File: src/rtl/mem_arbiter_m1.sv
// Two-port (fetch/data) arbiter in front of a single-port synchronous memory.
// Data has priority; fetch is forced through after STARVE_MAX consecutive losses.
module mem_arbiter_m1 #(
  parameter int unsigned STARVE_MAX   = 4,
  parameter bit          IF_BYTE_SWAP = 1'b1
) (
  input  logic        clk,
  input  logic        async_rst_n,
  input  logic        clk_en,
  input  logic        if_req,
  input  logic [14:0] if_addr,
  output logic        if_grant,
  output logic        if_valid,
  output logic [15:0] if_data,
  input  logic        d_req,
  input  logic        d_we,
  input  logic [14:0] d_addr,
  input  logic [15:0] d_wdata,
  input  logic [1:0]  d_mask,
  output logic        d_grant,
  output logic        d_valid,
  output logic [15:0] d_rdata,
  output logic        mem_en,
  output logic        mem_we,
  output logic [14:0] mem_addr,
  output logic [15:0] mem_wdata,
  output logic [1:0]  mem_wmask,
  input  logic [15:0] mem_rdata
);

  localparam logic [1:0] OP_NONE  = 2'd0;
  localparam logic [1:0] OP_IF_RD = 2'd1;
  localparam logic [1:0] OP_D_RD  = 2'd2;
  localparam logic [1:0] OP_D_WR  = 2'd3;

  localparam logic [2:0] STARVE_LIM = 3'(STARVE_MAX);

  logic [1:0]  last_op_q, last_op_d;
  logic [2:0]  starve_cnt_q, starve_cnt_d;
  logic [15:0] if_hold_q, d_hold_q;
  logic [15:0] if_rdata_fmt;
  logic        issue_ok;
  logic        fetch_forced;
  logic        resp_d_rd;

  // Reset gates issue combinationally so no grant or command escapes while held in reset.
  assign issue_ok     = clk_en & async_rst_n;
  assign fetch_forced = (starve_cnt_q == STARVE_LIM);
  assign if_rdata_fmt = IF_BYTE_SWAP ? {mem_rdata[7:0], mem_rdata[15:8]} : mem_rdata;

  always_comb begin
    // NOTE: every signal written here gets a default first, so no path can infer a latch.
    if_grant     = 1'b0;
    d_grant      = 1'b0;
    mem_en       = 1'b0;
    mem_we       = 1'b0;
    mem_addr     = '0;
    mem_wdata    = '0;
    mem_wmask    = '0;
    last_op_d    = OP_NONE;
    starve_cnt_d = starve_cnt_q;

    if (issue_ok) begin
      if (if_req && (!d_req || fetch_forced)) begin
        if_grant = 1'b1;
      end else if (d_req) begin
        d_grant = 1'b1;
      end
    end

    if (d_grant) begin
      mem_en    = 1'b1;
      mem_we    = d_we;
      mem_addr  = d_addr;
      last_op_d = d_we ? OP_D_WR : OP_D_RD;
      if (d_we) begin
        mem_wdata = d_wdata;
        mem_wmask = d_mask;
      end
    end else if (if_grant) begin
      mem_en    = 1'b1;
      mem_addr  = if_addr;
      last_op_d = OP_IF_RD;
    end

    if (if_grant) begin
      starve_cnt_d = '0;
    end else if (if_req && d_grant && (starve_cnt_q < STARVE_LIM)) begin
      starve_cnt_d = starve_cnt_q + 3'd1;
    end
  end

  // A response is only consumed on a clk_en cycle; during a stall it stays pending
  // and the memory holds mem_rdata, so the live read data is forwarded when it completes.
  assign if_valid  = clk_en & (last_op_q == OP_IF_RD);
  assign resp_d_rd = clk_en & (last_op_q == OP_D_RD);
  assign d_valid   = resp_d_rd | (clk_en & (last_op_q == OP_D_WR));
  assign if_data   = if_valid  ? if_rdata_fmt : if_hold_q;
  assign d_rdata   = resp_d_rd ? mem_rdata    : d_hold_q;

  always_ff @(posedge clk or negedge async_rst_n) begin
    if (!async_rst_n) begin
      last_op_q    <= OP_NONE;
      starve_cnt_q <= '0;
      if_hold_q    <= '0;
      d_hold_q     <= '0;
    end else if (clk_en) begin
      // NOTE: sequential state uses non-blocking assignments so every flop samples pre-edge values.
      last_op_q    <= last_op_d;
      starve_cnt_q <= starve_cnt_d;
      if (if_valid)  if_hold_q <= if_rdata_fmt;
      if (resp_d_rd) d_hold_q  <= mem_rdata;
    end
  end

endmodule
File: config.mk
export PLATFORM = sky130hd
export DESIGN_NAME = mem_arbiter_m1
export DESIGN_NICKNAME = d
export VERILOG_FILES = /design/src/rtl/mem_arbiter_m1.sv
export SDC_FILE = /design/constraint.sdc
export NUM_CORES = 1
export LEC_CHECK = 0
export ABC_AREA = 1
export ABC_CLOCK_PERIOD_IN_PS = 1500
export BUFFER_PORTS_ARGS = -buffer_cell sky130_fd_sc_hd__buf_2
export CORE_AREA = 2 2 80 82
export DETAILED_ROUTE_END_ITERATION = 8
export DIE_AREA = 0 0 82 84
export GPL_TIMING_DRIVEN = 1
export PLACE_DENSITY = 0.8
export SYNTH_ARGS = -nofsm -noshare
export SYNTH_HDL_FRONTEND = slang
export SYNTH_SLANG_ARGS = --single-unit
export TNS_END_PERCENT = 30
File: constraint.sdc
create_clock -name clk -period 1.5 [get_ports clk]
set_input_delay 0.15 -clock clk [delete_from_list [all_inputs] [get_ports clk]]
set_output_delay 0.15 -clock clk [all_outputs]
set_load 0.02 [all_outputs]
After elaboration in Yosys (flattened, before gate mapping)

Cells that the tools add are included.
W data, S select, Z words.

Mux-type cells: 21
Equal/unequal tests: 4
Bitwise operators: 5
Reduce and logical (&&, ||, !) cells: 7
Add/sub/neg operators: 1
Order comparisons: 1

Operator list:

| cell                  | count |
|---|---|
| $mux W16              | 4 |
| $mux W15              | 2 |
| $mux W1               | 10 |
| $mux W2               | 3 |
| $mux W3               | 2 |
| $and A1 B1 Y1         | 4 |
| $eq A2 B2 Y1 const B  | 2 |
| $add A3 B1 Y3 const B | 1 |
| $eq A3 B3 Y1 const B  | 1 |
| $logic_and A1 B1 Y1   | 3 |
| $lt A3 B3 Y1 const B  | 1 |
| $eq A2 B1 Y1 const B  | 1 |
| $reduce_and A2 Y1     | 1 |
| $reduce_bool A2 Y1    | 1 |
| $logic_not A1 Y1      | 1 |
| $logic_or A1 B1 Y1    | 1 |
| $or A1 B1 Y1          | 1 |

Input bits: 70
Output and inout bits: 71
Flip-flop bits (word level): 37

Depth between registers and ports, before layout

Gate-level depths: netlist of the first run.

Depth after elaboration: 9
Depth in mapped cells: 10
Mapped depth without buffers: 9

Worst setup path after synthesis of the first run

No wires, ideal clock.

Path kind: reg-to-output
Start: reg starve_cnt_q[0]
End: out mem_wdata[0]
Slack: -0.102 ns
Stages on the path, launching flop included: 10
Arrival time: 1.452 ns
Cells stage by stage: dfrtp_1 > inv_1 > ha_1 > nand2_1 > nand2_1 > nand2_1 > nand2_1 > buf_2 > buf_6 > nor2_1

Longest elaborated chain between the ends: 6

Ends and longest elaborated chain:

| item                   | line | text |
|---|---|---|
| start, declared        | 39   | `logic [2:0] starve_cnt_q, starve_cnt_d;` |
| start signal, assigned | 110  | `starve_cnt_q <= starve_cnt_d;` |
| $eq A3 B3 Y1           | 48   | `assign fetch_forced = (starve_cnt_q == STARVE_LIM);` |
| $logic_or A1 B1 Y1     | 64   | `if (if_req && (!d_req \|\| fetch_forced)) begin` |
| $logic_and A1 B1 Y1    | 64   |  |
| $mux W1                | 64   |  |
| $mux W1                | 63   | `if (issue_ok) begin` |
| $mux W16               | 71   | `if (d_grant) begin` |
| end, declared          | 26   | `output logic [15:0] mem_wdata,` |

Every way passes these cells.

Worst setup path in the final report of the first run

Start: reg starve_cnt_q[1]
End: out mem_addr[14]

Longest elaborated chain between the ends: 7
Elaborated cells between the ends (all ways): 9

Ends and longest elaborated chain:

| item                    | line | text |
|---|---|---|
| $eq A3 B3 Y1 (*)        | 48   |  |
| $logic_or A1 B1 Y1 (*)  | 64   |  |
| $logic_and A1 B1 Y1 (*) | 64   |  |
| $mux W1                 | 64   |  |
| $mux W1                 | 63   |  |
| $mux W15                | 80   | `end else if (if_grant) begin` |
| $mux W15 (*)            | 71   |  |
| end, declared           | 25   | `output logic [14:0] mem_addr,` |

Mark *: on every way between the ends. The rest lies on a longest branch, timed or not.

==> results.toml, run 1 <==
[logic_synthesis]
synth_area_um2 = 2200
synth_top_cell_area_share = 0.421
synth_edf_count = 0
ys.flop_type = "dfrtp_1"
ys_types = 19
ys_seq_elements = 37
synth_area_leaders = "dfrtp_1 (42%), nand2_1 (17%), o21ai_0 (10%)"
syn_inst = 289
ys.warnings.count = 0
netlist_top_cells_count = "nand2_1 (100), o21ai_0 (45), dfrtp_1 (37), inv_1 (28), o21ai_2 (20)"
seq_area_frac_synth = 0.421
synth_most_common_cell = "nand2_1"
syn-mean-instance-area_um2 = 7.60
yosysTopAreaCell = "dfrtp_1"
ys_async_sr_fraction = 1.00
syn_nets = 361

[die]
dieHeight_um = 84
start_util = 0.360
pin_count = 141
dieArea_um2 = 6890
rows = 29
dieWidth_um = 82
core_um2 = 6100

[setup_path]
slowest_stage = "dfrtp_1"
setup.worst_path.class = "reg2out"
cp_common_cell = "nand2_2"
crit_arrival_ps = 1660
crit_chain = "inv_2 -> ha_4 -> nand2_2 -> nand2_2 -> nand2_2 -> nand2_4 -> inv_6 -> clkbuf_16 -> nand2_4 -> nand2_2 -> buf_6"
crit_buf_inv = 4
path_max_fanout = 8
critical_path.endpoint_type = "primary output"
cp-start-kind = "register"
critical-path-top-delay-family = "buffers and inverters"
critPathMaxStageDelay_ps = 400
required_ps = 1350

[status]
status = "finished with violations"
failed_checks = "negative setup slack"

[cts]
clockBufferDepth = 2
cts_max_level = 2
root_buffer = "clkbuf_8"
clock-sinks = 37
cts_tree = "built"
insertion_delay_ps = 270
cts_made_buffers = 5
clkTransAtPathRegs_ps = 70

[finish]
antenna_cells = 0
final_nets = 514
area_growth_syn_to_layout_pct = 67.9
num-fill-cells = 527
post_route_cells_drive_above_1_share = 0.580

[timing]
setup_viol = 62
holdWs_ps = 147
skew_ps = 7.53
fmax_ghz = 0.552
slew_viol_final = 0
tightest_slew_ps = 457
hold_viol = 0
rsz0062_at_grt = "true"
setup_slack_ps = -311
finalCritPeriodShare = 1.21
maxSlewHeadroom = 0.695
period_needed_ps = 1810

[pwr]
p_leak_nw = 2.04
power_density_nw_per_um2 = 1110
p_total_mw = 4.10
vdd_drop_max_mv = 0.596

[drt]
post_drt_wl_per_cell_um = 12.6
via_per_inst = 4.72
remaining_drc_errors = 0
wirelength_um = 6550
drt-initial-drc-count = 74
vias = 2454
drt-pass1-iter-count = 4
ant_nets = 0

[grt]
grt_overflow = 0
grt_max_degree = 50
grt_pass1_wl_um = 9770
grt_pass1_vias = 2338
grtUsageTotal = 0.177
antenna_found_initial = 0

[hold_path]
hp-class = "in2reg"

[job]
max_cap_violations = 0

[placement]
routabilityCongestion = 0.834
hpwlAfterDp_um = 4290
io_buffers = 140
## worst register-to-register path, delay by kind of cell (launching register included)
family                     cells  cell delay [ps]
adders and majority gates      1              130
buffers and inverters          6              650
DFF                            1              400
and+or+nand+nor                6              400
## cells in the final DEF, fill, tap and decap left out, types with 12 or more instances in the layout
master   netlist  layout
o21ai_1        0      12
buf_4          1      46
o21ai_0       45      30
buf_6          4      29
nand2_4        8      16
inv_1         28      25
nand2_1      100      65
nor2_2         1      12
dfrtp_1       37      37
o21ai_2       20      23
buf_2          6      80
nand2_2        1      28
## cell families after synthesis
logic type,Yosys count,synth area share
AND/OR/NAND/NOR,139,0.280
AO/OA/AOI/OAI,65,0.182
flip-flops,37,0.421
buffers and inverters,46,0.105
adder cells (fa/ha/maj),2,0.0114
## flip-flops by register name, indices dropped and copies added (netlist names)
register and count:
d_hold_q 16, if_hold_q 16, last_op_q 2, starve_cnt_q 3
## final timing paths
| kind | depth (start not counted) | start | slack (ps) | endpoint |
|---|---|---|---|---|
| max | 11 | starve_cnt_q[1] | -310 | mem_addr[14] |
| min | 2 | clk_en | 150 | last_op_q[1] |
| max reg2reg | 13 | starve_cnt_q[1] | -180 | starve_cnt_q[0] |
| min reg2reg | 2 | d_hold_q[1] | 480 | d_hold_q[1] |
| max in group asynchronous | 3 | async_rst_n | 660 | d_hold_q[8] |
| min in group asynchronous | 3 | async_rst_n | 510 | if_hold_q[10] |
## cell type report
cell class,count,area (um^2),share of cell area
multi-input cells,206,1230,0.334
repair buffers,161,1190,0.322
flip-flops and latches,37,926,0.251
inverters,30,125,0.0339
well taps,77,96.3,0.0261
clock buffers,7,86.3,0.0234
clock inverters,1,30.0,0.00814
repair inverters,1,6.26,0.00170
## through the flow
stage	TNS (ps)	instance area, um^2	utilization	cells	setup WS, ps
after global routing	-18190	3690	0.605	520	-385
after detailed placement	-798	3080	0.505	504	-65.4
after CTS	-12840	3450	0.565	515	-309
after floorplan	-283	2240	-	289	-25.7
final	-11420	3690	0.605	520	-311
after global placement	-6.81	3080	0.505	504	-2.60
## timing repair
| action | in CTS | in global routing |
|---|---|---|
| endpoints found under the setup margin | 69 | 71 |
| cloned | 0 | 2 |
| hold endpoints to repair | 37 | 0 |
| hold buffers | 1 | 0 |
| resized for setup | 92 | 64 |
| setup buffers | 2 | 3 |
| pin swaps | 2 | 12 |
## metal layers
metal | routed length [um] | global-route usage
met1 | 2400 | 0.191
met2 | 3550 | 0.324
met3 | 396 | 0.0390
met4 | 201 | 0.0727
met5 | 0 | 0
## report_power, final
group | leakage [nW] | total [mW] | switching (mW) | internal [mW]
clock | 0.0585 | 0.870 | 0.328 | 0.542
combinational | 1.52 | 1.83 | 1.02 | 0.811
sequential | 0.467 | 1.39 | 0.123 | 1.27
Note: power is estimated with default switching activity, not from simulation.
==> run 2: changes to the inputs <==
Settings changed: PLACE_DENSITY 0.8 to unset, PLACE_DENSITY_LB_ADDON set to 0.25.
==> results.toml, run 2 (synthesis results as in run 1) <==
[status]
status = "finished with violations"
failed_checks = "negative setup slack"

[grt]
antenna_found_initial = 0
grt-busiest-layer = "met2"
grtUsageTotal = 0.179
grt_overflow = 0
grt_pass1_vias = 2385
use_met3 = 0.0455
grt_pass1_wl_um = 9840
grt_use_met2 = 0.320
grt_max_degree = 50
met1_usage = 0.203

[timing]
skew_ps = 7.81
period_needed_ps = 1740
hold_viol = 0
setup_viol = 57
setup_slack_ps = -240
finalCritPeriodShare = 1.16
fmax_ghz = 0.575
tightest_slew_ps = 460
rsz0062_at_grt = "true"
maxSlewHeadroom = 0.693
slew_viol_final = 0

[finish]
final_cell_mix = "buf_2 (74), nand2_1 (56), buf_4 (55)"
fin_cells = 516
post_route_cells_drive_above_1_share = 0.595
area_growth_syn_to_layout_pct = 66.9
stdcell_area_um2 = 3670
num-fill-cells = 559
multi_input_area_um2 = 1260
antenna_cells = 0
final_common_cell = "buf_2"
regArea_um2 = 926
reg_top3 = "d_hold_q (16), if_hold_q (16), starve_cnt_q (3)"
final_nets = 512

[hold_path]
min-delay-start = "mem_rdata[0]"
hold-path-cell-count = 3
min_to = "d_hold_q[0]"
hp-class = "in2reg"

[drt]
remaining_drc_errors = 0
drt-initial-drc-count = 52
vias = 2367
via_per_inst = 4.59
drt-pass1-iter-count = 4
ant_nets = 0
wirelength_um = 5850
post_drt_wl_per_cell_um = 11.3

[job]
max_cap_violations = 0

[setup_path]
required_ps = 1350
setup.worst_path.class = "reg2out"
r2r-start = "starve_cnt_q[0]"
crit_arrival_ps = 1590
path_max_fanout = 8
critical_path.endpoint_type = "primary output"
r2r_setup_slack_ps = 140
r2r_end = "starve_cnt_q[0]"
r2r_cells = 11
cp-start-kind = "register"

[placement]
io_buffers = 140
routabilityCongestion = 0.729
hpwlAfterDp_um = 4190
post-place-cells = 506
post_dp_cell_area_um2 = 3090
pre_cts_slack_ps = -75.6

[die]
core_um2 = 6100
dieWidth_um = 82
rows = 29
pin_count = 141
start_util = 0.360
dieHeight_um = 84
dieArea_um2 = 6890

[cts]
cts_tree = "built"
insertion_delay_ps = 280
clkTransAtPathRegs_ps = 70
cts_max_level = 2
clockBufferDepth = 2
root_buffer = "clkbuf_8"
cts_made_buffers = 5
clock-sinks = 37

[pwr]
power_density_nw_per_um2 = 1060
p_leak_nw = 2.04
vdd_drop_max_mv = 0.557
run 2: cell count changes in the layout (fill, tap and decap cells not counted), sizes merged:
cell,previous run,this run
clkbuf,8,5
bufinv,1,0
clkinv,0,1
inv,31,30
run 2: stage by stage:
stage	setup TNS [ps]	utilization	hold WS, ps	total power, mW
CTS	-10470	0.584	149	3.85
finish	-8780	0.602	164	3.88
detailed placement	-929	0.507	295	2.93
global route	-14980	0.602	156	4.16
global placement	-282	0.507	296	2.90
floorplan	-283	-	-146	2.39
run 2: how the worst max path moves through the flow:
stage | startpoint | endpoint | slack (ps) | cells past startpoint
after floorplan | starve_cnt_q[0] | mem_en | -30 | 9
after global placement | starve_cnt_q[0] | mem_addr[11] | -40 | 10
after detailed placement | starve_cnt_q[0] | mem_addr[7] | -80 | 11
after CTS | starve_cnt_q[0] | mem_addr[2] | -280 | 11
after global routing | starve_cnt_q[0] | mem_addr[2] | -340 | 10
final | starve_cnt_q[0] | mem_addr[14] | -240 | 11
run 2: timing repair:
action,4_1_cts,5_1_grt
gates cloned,1,0
buffers inserted,0,2
endpoints found under the setup margin,69,69
resized for setup,141,32
hold buffers,1,0
endpoints found under the hold margin,37,0
pin swaps,10,8
run 2: power breakdown:
part           switching (mW)  internal (mW)
Combinational            1.01          0.854
Clock                   0.318          0.305
Sequential              0.123           1.27
run 2: per-layer routing:
metal	wire length [um]	share of wire	vias up
met5	0	0	-
met2	3090	0.53	79
li1	-	-	1210
met3	319	0.055	10
met4	91	0.016	0
met1	2350	0.40	1068
run 2: area by class of cell:
type                    instances  area share
flip-flops and latches         37       0.252
multi-input cells             206       0.345
repair buffers                160       0.322
clock buffers                   5      0.0188
clock inverters                 1     0.00136
well taps                      77      0.0263
inverters                      30      0.0341
run 2: worst max-delay path: stages, from the launching register on:
cell and delay [ps]:
dfrtp_1 390, inv_2 80, ha_4 130, nand2_2 50, nand2_2 70, nand2_2 70, nand2_4 90, inv_6 50
buf_12 140, nand2_4 50, nand2_2 50, buf_6 130
